**src/rtl/posicionador_de_navios.sv**
```systemverilog
// Ship placement writer for the 5x7 naval grid: bounds/overlap check, map OR-in.
// Optional live preview outputs enabled by POSICIONADOR_PREVIA_EN.
module posicionador_de_navios #(
    parameter int TAM_NAVIO0 = 3,
    parameter int TAM_NAVIO1 = 2,
    parameter int TAM_NAVIO2 = 1
) (
    input  logic       clk,
    input  logic       rst_n,
    input  logic       enable,
    input  logic [2:0] coordColuna,
    input  logic [2:0] coordLinha,
    input  logic       orientacao,
    input  logic       confirmar,
    output logic [6:0] mapa0,
    output logic [6:0] mapa1,
    output logic [6:0] mapa2,
    output logic [6:0] mapa3,
    output logic [6:0] mapa4,
    output logic [1:0] navio_atual,
    output logic       pronto,
`ifdef POSICIONADOR_PREVIA_EN
    output logic [6:0] previa0,
    output logic [6:0] previa1,
    output logic [6:0] previa2,
    output logic [6:0] previa3,
    output logic [6:0] previa4,
`endif
    output logic       erro
);

    typedef enum logic [1:0] {
        OCIOSO,
        POSICIONA,
        VERIFICA,
        PRONTO
    } estado_t;

    typedef logic [4:0][6:0] grade_t;

    estado_t    estado_q, estado_d;
    grade_t     mapa_q, mapa_d;
    logic [1:0] navio_q, navio_d;
    logic       pronto_q, pronto_d;
    logic       erro_q, erro_d;
    logic       conf_q, conf_d;
    logic       captura;
    logic [2:0] col_q, lin_q;
    logic       ori_q;
    logic [2:0] tam;
    grade_t     mascara;
    logic       valido;

    function automatic grade_t gera_mascara(input logic [2:0] c,
                                            input logic [2:0] l,
                                            input logic       o,
                                            input logic [2:0] t);
        grade_t     m;
        logic [3:0] cc, ll, fc, fl;
        cc = {1'b0, c};
        ll = {1'b0, l};
        fc = cc + {1'b0, t} - 4'd1;
        fl = ll + {1'b0, t} - 4'd1;
        m  = '0;
        for (int ci = 0; ci < 5; ci++) begin
            for (int li = 0; li < 7; li++) begin
                if (o)
                    m[ci][li] = (4'(ci) == cc) && (4'(li) >= ll) && (4'(li) <= fl);
                else
                    m[ci][li] = (4'(li) == ll) && (4'(ci) >= cc) && (4'(ci) <= fc);
            end
        end
        return m;
    endfunction

    // Sums are 4 bits wide so a 3-bit coordinate plus length cannot wrap.
    function automatic logic cabe(input logic [2:0] c,
                                  input logic [2:0] l,
                                  input logic       o,
                                  input logic [2:0] t);
        logic [3:0] fc, fl;
        fc = {1'b0, c} + {1'b0, t} - 4'd1;
        fl = {1'b0, l} + {1'b0, t} - 4'd1;
        return (c <= 3'd4) && (l <= 3'd6) &&
               (o ? (fl <= 4'd6) : (fc <= 4'd4));
    endfunction

    always_comb begin
        tam = 3'd1;
        unique case (navio_q)
            2'd0:    tam = 3'(TAM_NAVIO0);
            2'd1:    tam = 3'(TAM_NAVIO1);
            2'd2:    tam = 3'(TAM_NAVIO2);
            default: tam = 3'd1;
        endcase
    end

    assign mascara = gera_mascara(col_q, lin_q, ori_q, tam);
    assign valido  = cabe(col_q, lin_q, ori_q, tam) && ((mascara & mapa_q) == '0);

    always_comb begin
        estado_d = estado_q;
        mapa_d   = mapa_q;
        navio_d  = navio_q;
        pronto_d = pronto_q;
        erro_d   = erro_q;
        conf_d   = confirmar;
        captura  = 1'b0;
        if (!enable) begin
            estado_d = OCIOSO;
            mapa_d   = '0;
            navio_d  = 2'd0;
            pronto_d = 1'b0;
            erro_d   = 1'b0;
            conf_d   = 1'b0;
        end else begin
            unique case (estado_q)
                OCIOSO: estado_d = POSICIONA;
                POSICIONA: begin
                    if (confirmar && !conf_q) begin
                        captura  = 1'b1;
                        estado_d = VERIFICA;
                    end
                end
                VERIFICA: begin
                    estado_d = POSICIONA;
                    if (valido) begin
                        mapa_d  = mapa_q | mascara;
                        erro_d  = 1'b0;
                        navio_d = navio_q + 2'd1;
                        if (navio_q == 2'd2) begin
                            estado_d = PRONTO;
                            pronto_d = 1'b1;
                        end
                    end else begin
                        erro_d = 1'b1;
                    end
                end
                PRONTO: begin
                    pronto_d = 1'b1;
                    navio_d  = 2'd3;
                end
                default: estado_d = OCIOSO;
            endcase
        end
    end

    always_ff @(posedge clk or negedge rst_n) begin
        if (!rst_n) begin
            estado_q <= OCIOSO;
            mapa_q   <= '0;
            navio_q  <= 2'd0;
            pronto_q <= 1'b0;
            erro_q   <= 1'b0;
            conf_q   <= 1'b0;
            col_q    <= 3'd0;
            lin_q    <= 3'd0;
            ori_q    <= 1'b0;
        end else begin
            estado_q <= estado_d;
            mapa_q   <= mapa_d;
            navio_q  <= navio_d;
            pronto_q <= pronto_d;
            erro_q   <= erro_d;
            conf_q   <= conf_d;
            if (captura) begin
                col_q <= coordColuna;
                lin_q <= coordLinha;
                ori_q <= orientacao;
            end
        end
    end

    assign mapa0       = mapa_q[0];
    assign mapa1       = mapa_q[1];
    assign mapa2       = mapa_q[2];
    assign mapa3       = mapa_q[3];
    assign mapa4       = mapa_q[4];
    assign navio_atual = navio_q;
    assign pronto      = pronto_q;
    assign erro        = erro_q;

`ifdef POSICIONADOR_PREVIA_EN
    grade_t previa_q, previa_d;

    // Preview ignores overlap on purpose: the player sees where the ship would land.
    always_comb begin
        previa_d = '0;
        if (enable && estado_q == POSICIONA &&
            cabe(coordColuna, coordLinha, orientacao, tam))
            previa_d = gera_mascara(coordColuna, coordLinha, orientacao, tam);
    end

    always_ff @(posedge clk or negedge rst_n) begin
        if (!rst_n) previa_q <= '0;
        else        previa_q <= previa_d;
    end

    assign previa0 = previa_q[0];
    assign previa1 = previa_q[1];
    assign previa2 = previa_q[2];
    assign previa3 = previa_q[3];
    assign previa4 = previa_q[4];
`endif

endmodule

```
**config.mk**
```make
export PLATFORM = sky130hd
export DESIGN_NAME = posicionador_de_navios
export DESIGN_NICKNAME = d
export VERILOG_FILES = /design/src/rtl/posicionador_de_navios.sv
export SDC_FILE = /design/constraint.sdc
export NUM_CORES = 1
export LEC_CHECK = 0
export ABC_AREA = 1
export CAP_MARGIN = 5
export CORE_ASPECT_RATIO = 1.4
export CORE_MARGIN = 3
export CORE_UTILIZATION = 35
export DETAILED_ROUTE_END_ITERATION = 12
export PLACE_DENSITY = 0.63
export SETUP_SLACK_MARGIN = 0.1
export SLEW_MARGIN = 5
export SYNTH_ARGS = -nofsm -noshare
export SYNTH_HDL_FRONTEND = slang
export SYNTH_SLANG_ARGS = --single-unit
```
**constraint.sdc**
```tcl
create_clock -name clk -period 4.1 [get_ports clk]
set_input_delay 0.41 -clock clk [delete_from_list [all_inputs] [get_ports clk]]
set_output_delay 0.41 -clock clk [all_outputs]
set_load 0.005 [all_outputs]
```
==> metrics <==
post-DP HPWL=~11000 um; final WL=~14000 um; delay-heaviest family, CP=simple AND/OR/NAND/NOR gates; fillers=1170; RSZ-0062 raised after global routing=false; die width=95.6 um; Fin. Hold Viols=0; fin crit share=91.9%; Pre-Repair DR Iteration Count=5; first-pass GRT wire length=around 22000 um; max_cap viols=0; leakage=between 2 and 3 nW; clock transition at the registers of the reported paths=0.07 ns; largest net degree at the start of global routing=50; CP endpoint kind=register; routed len/inst=between 15 and 20 um; R2R depth=21; most frequent CP cell=nand2_1; CTS root buf=clkbuf_16; crit path cell chain=inv_1 > ha_1 > nor2_4 > xor2_1 > ha_1 > inv_1 > fa_2 > buf_4 > nand3_2 > nand2_1 > nand2_1 > nand3_1 > nand2_1 > nor2_1 > nand2_1 > nor2_2 > nand3_4 > nor2_8 > buf_12 > nand2_1 > a21oi_1; Synth area leader=dfrtp_1; num rows=45; crit start category=register; synth-to-layout area growth=26.0%; Routed Antenna Nets=0; drt via density=~5.2; met1 Use GR=around 29%; synth top area cells=dfrtp_1 (31%), nand2_1 (20%), nand3_1 (8.5%); Starting DRT DRC Count=307; Synth Instances=slightly above 600; Critical Path AT=3.97 ns; Final Non-Filler Cells=roughly 800; Post-synth EDFFs=0; CTS Sinks=between 40 and 50; crit-path max FO=7; R2R Setup Slk=0.33 ns; Die ar.=about 13000 um^2; Fin Clk Skew=around 0.0046 ns; worst setup slack after layout=0.333 ns; Setup violations, final=0; fraction of registers with async set/reset=100%; layout cells sized above 1=approximately 11%; GRT Total Usage=~22%; CTS tree=built; Critical Path RT=4.31 ns; Boundary Pins=50; vias in the first global route=4044; diode count=0; Peak Freq=about 270 MHz; status=finished, final reports clean; die height=132 um; clock latency on the worst-skew pair=roughly 0.30 ns; Final GP Congestion=approximately 1; mean post-synth cell area=roughly 6.5 um^2; worst r2r src=navio_atual[0]$_DFFE_PN0P_; port bufs=between 40 and 50; Yosys cell types=34; met3 GRT Util=2.23%; dpl ws=between 0.15 and 0.2 ns; RR Endpoint=mapa4[4]$_DFFE_PN0P_; Final min period=about 3.8 ns; Final Max Tran Viols=0; Tightest Pin Transition=approximately 0.63 ns; crit path kind=reg2reg; CTS max path bufs=2; Post-Syn Nets=628; Top FF cell, synth=dfrtp_1; htree depth=2; Initial Util=36.0%; Hold Buf Count CTS=0; grt met2 use=between 30 and 40%; Crit path buffers/inverters=4; sequential share of the synthesized area=31.1%; gr ovfl total=0; Residual DRC=0; yosys warns=0; final net count=roughly 690; worst vdd ir=between 0.0003 and 0.0004 V; Min-Delay Path Class=in2async; power per cell area=716 nW/um^2; GRT busiest layer=met2; Cell Area, Synth=3940 um^2; Slew HR=57.8%; Hold Slack=between 0.2 and 0.25 ns; CP max-delay cell=fa_2; Seq cells post-synth=49; top-area cell type share of the netlist area=a little under a third; placed cell count=slightly below 800; delay of the slowest critical-path stage=roughly 0.64 ns; CTS buffer count=5; Core Box Area=roughly 11000 um^2; initial antenna violation count=0; setup TNS=0 ns; Vias=between 4000 and 5000
## flip-flops by register name, summed over array words and instances (netlist names)
| register | flops |
|---|---|
| mapa1 | 7 |
| conf_q | 1 |
| mapa3 | 7 |
| col_q | 3 |
| lin_q | 3 |
| ori_q | 1 |
| mapa2 | 7 |
| pronto | 1 |
| estado_q | 2 |
| navio_atual | 2 |
| mapa0 | 7 |
| erro | 1 |
| mapa4 | 7 |
## area by class of cell
type	instances	area (um^2)	share of cell area, %
timing repair buffer	70	702	14.2
clock inverter	3	65.1	1.31
tap	141	176	3.56
sequential	49	1230	24.7
multi-input combinational	479	2450	49.3
clock buffer	5	125	2.52
inverter	57	219	4.41
## metrics by stage
stage               util (%)  instance area (um^2)  power, mW
finish                  45.4                  4960       3.55
global route            45.4                  4960       3.82
CTS                     43.4                  4740       3.34
detailed placement      41.7                  4550       2.78
global placement        41.7                  4550       2.79
floorplan                  -                  3940       2.18
## layer usage
layer  share of wire [%]  wire length, um
met5                   0                0
met4                 3.0              413
met3                 4.8              668
met2                  51             7150
met1                  41             5730
## cells by family (layout without fill, tap and decap cells)
family,count (synthesis),in the layout,share of synthesized area (%)
and+or+nand+nor,402,404,47.1
buffers and inverters,78,135,8.93
AOI/OAI and AO/OA,60,60,7.85
DFF,49,49,31.1
adders and majority gates,13,13,4.51
xor gates and xnor gates,2,2,0.445
## power by group
| part | leakage [nW] | switching, mW | internal (mW) | total (mW) |
|---|---|---|---|---|
| sequential | 0.656 | 0.0915 | 0.539 | 0.630 |
| clock | 0.0938 | 0.193 | 0.349 | 0.542 |
| combinational | 1.79 | 1.60 | 0.776 | 2.38 |
| total | 2.54 | 1.89 | 1.66 | 3.55 |
## layout by cell type, fill, tap and decap left out, types with 2 or more instances in the layout
| cell type | n |
|---|---|
| a21oi_1 | 44 |
| buf_4 | 15 |
| buf_6 | 3 |
| bufinv_16 | 2 |
| clkbuf_16 | 7 |
| clkdlybuf4s50_1 | 48 |
| dfrtp_1 | 49 |
| ha_1 | 10 |
| inv_1 | 47 |
| inv_2 | 8 |
| nand2_1 | 212 |
| nand2_2 | 9 |
| nand2_4 | 3 |
| nand3_1 | 64 |
| nand3_2 | 6 |
| nand3_4 | 3 |
| nand3b_1 | 27 |
| nand4_1 | 6 |
| nor2_1 | 55 |
| nor2_2 | 4 |
| nor2_4 | 3 |
| nor2_8 | 2 |
| nor3_1 | 6 |
| o21ai_0 | 11 |
| o21ai_1 | 2 |
| xor2_1 | 2 |
## worst max-delay path by stage
stage | start | endpoint | slack (ns) | depth (start not counted)
after floorplan | navio_atual[0]$_DFFE_PN0P_ | mapa0[1]$_DFFE_PN0P_ | 0.82 | 23
after detailed placement | navio_atual[1]$_DFFE_PN0P_ | mapa4[4]$_DFFE_PN0P_ | 0.20 | 22
final | navio_atual[0]$_DFFE_PN0P_ | mapa4[4]$_DFFE_PN0P_ | 0.33 | 21
after global placement | navio_atual[0]$_DFFE_PN0P_ | mapa4[4]$_DFFE_PN0P_ | 0.24 | 22
after global routing | navio_atual[0]$_DFFE_PN0P_ | mapa2[0]$_DFFE_PN0P_ | 0.05 | 22
after CTS | navio_atual[1]$_DFFE_PN0P_ | mapa4[4]$_DFFE_PN0P_ | 0.16 | 22
## synth_stat cells, types with 7 or more instances
cell and n:
nand2_2 8, ha_1 11, nand3_1 67, buf_2 7
dfrtp_1 49, nor2_1 59, inv_2 8, nand3b_1 27
inv_1 47, a21oi_1 44, o21ai_0 11, nand2_1 214
## timing repair
| item | CTS | global route |
|---|---|---|
| setup endpoints to repair | 0 | 38 |
| buffers inserted | 0 | 9 |
| resized for setup | 0 | 19 |
Power figures use the tool's default switching activity.
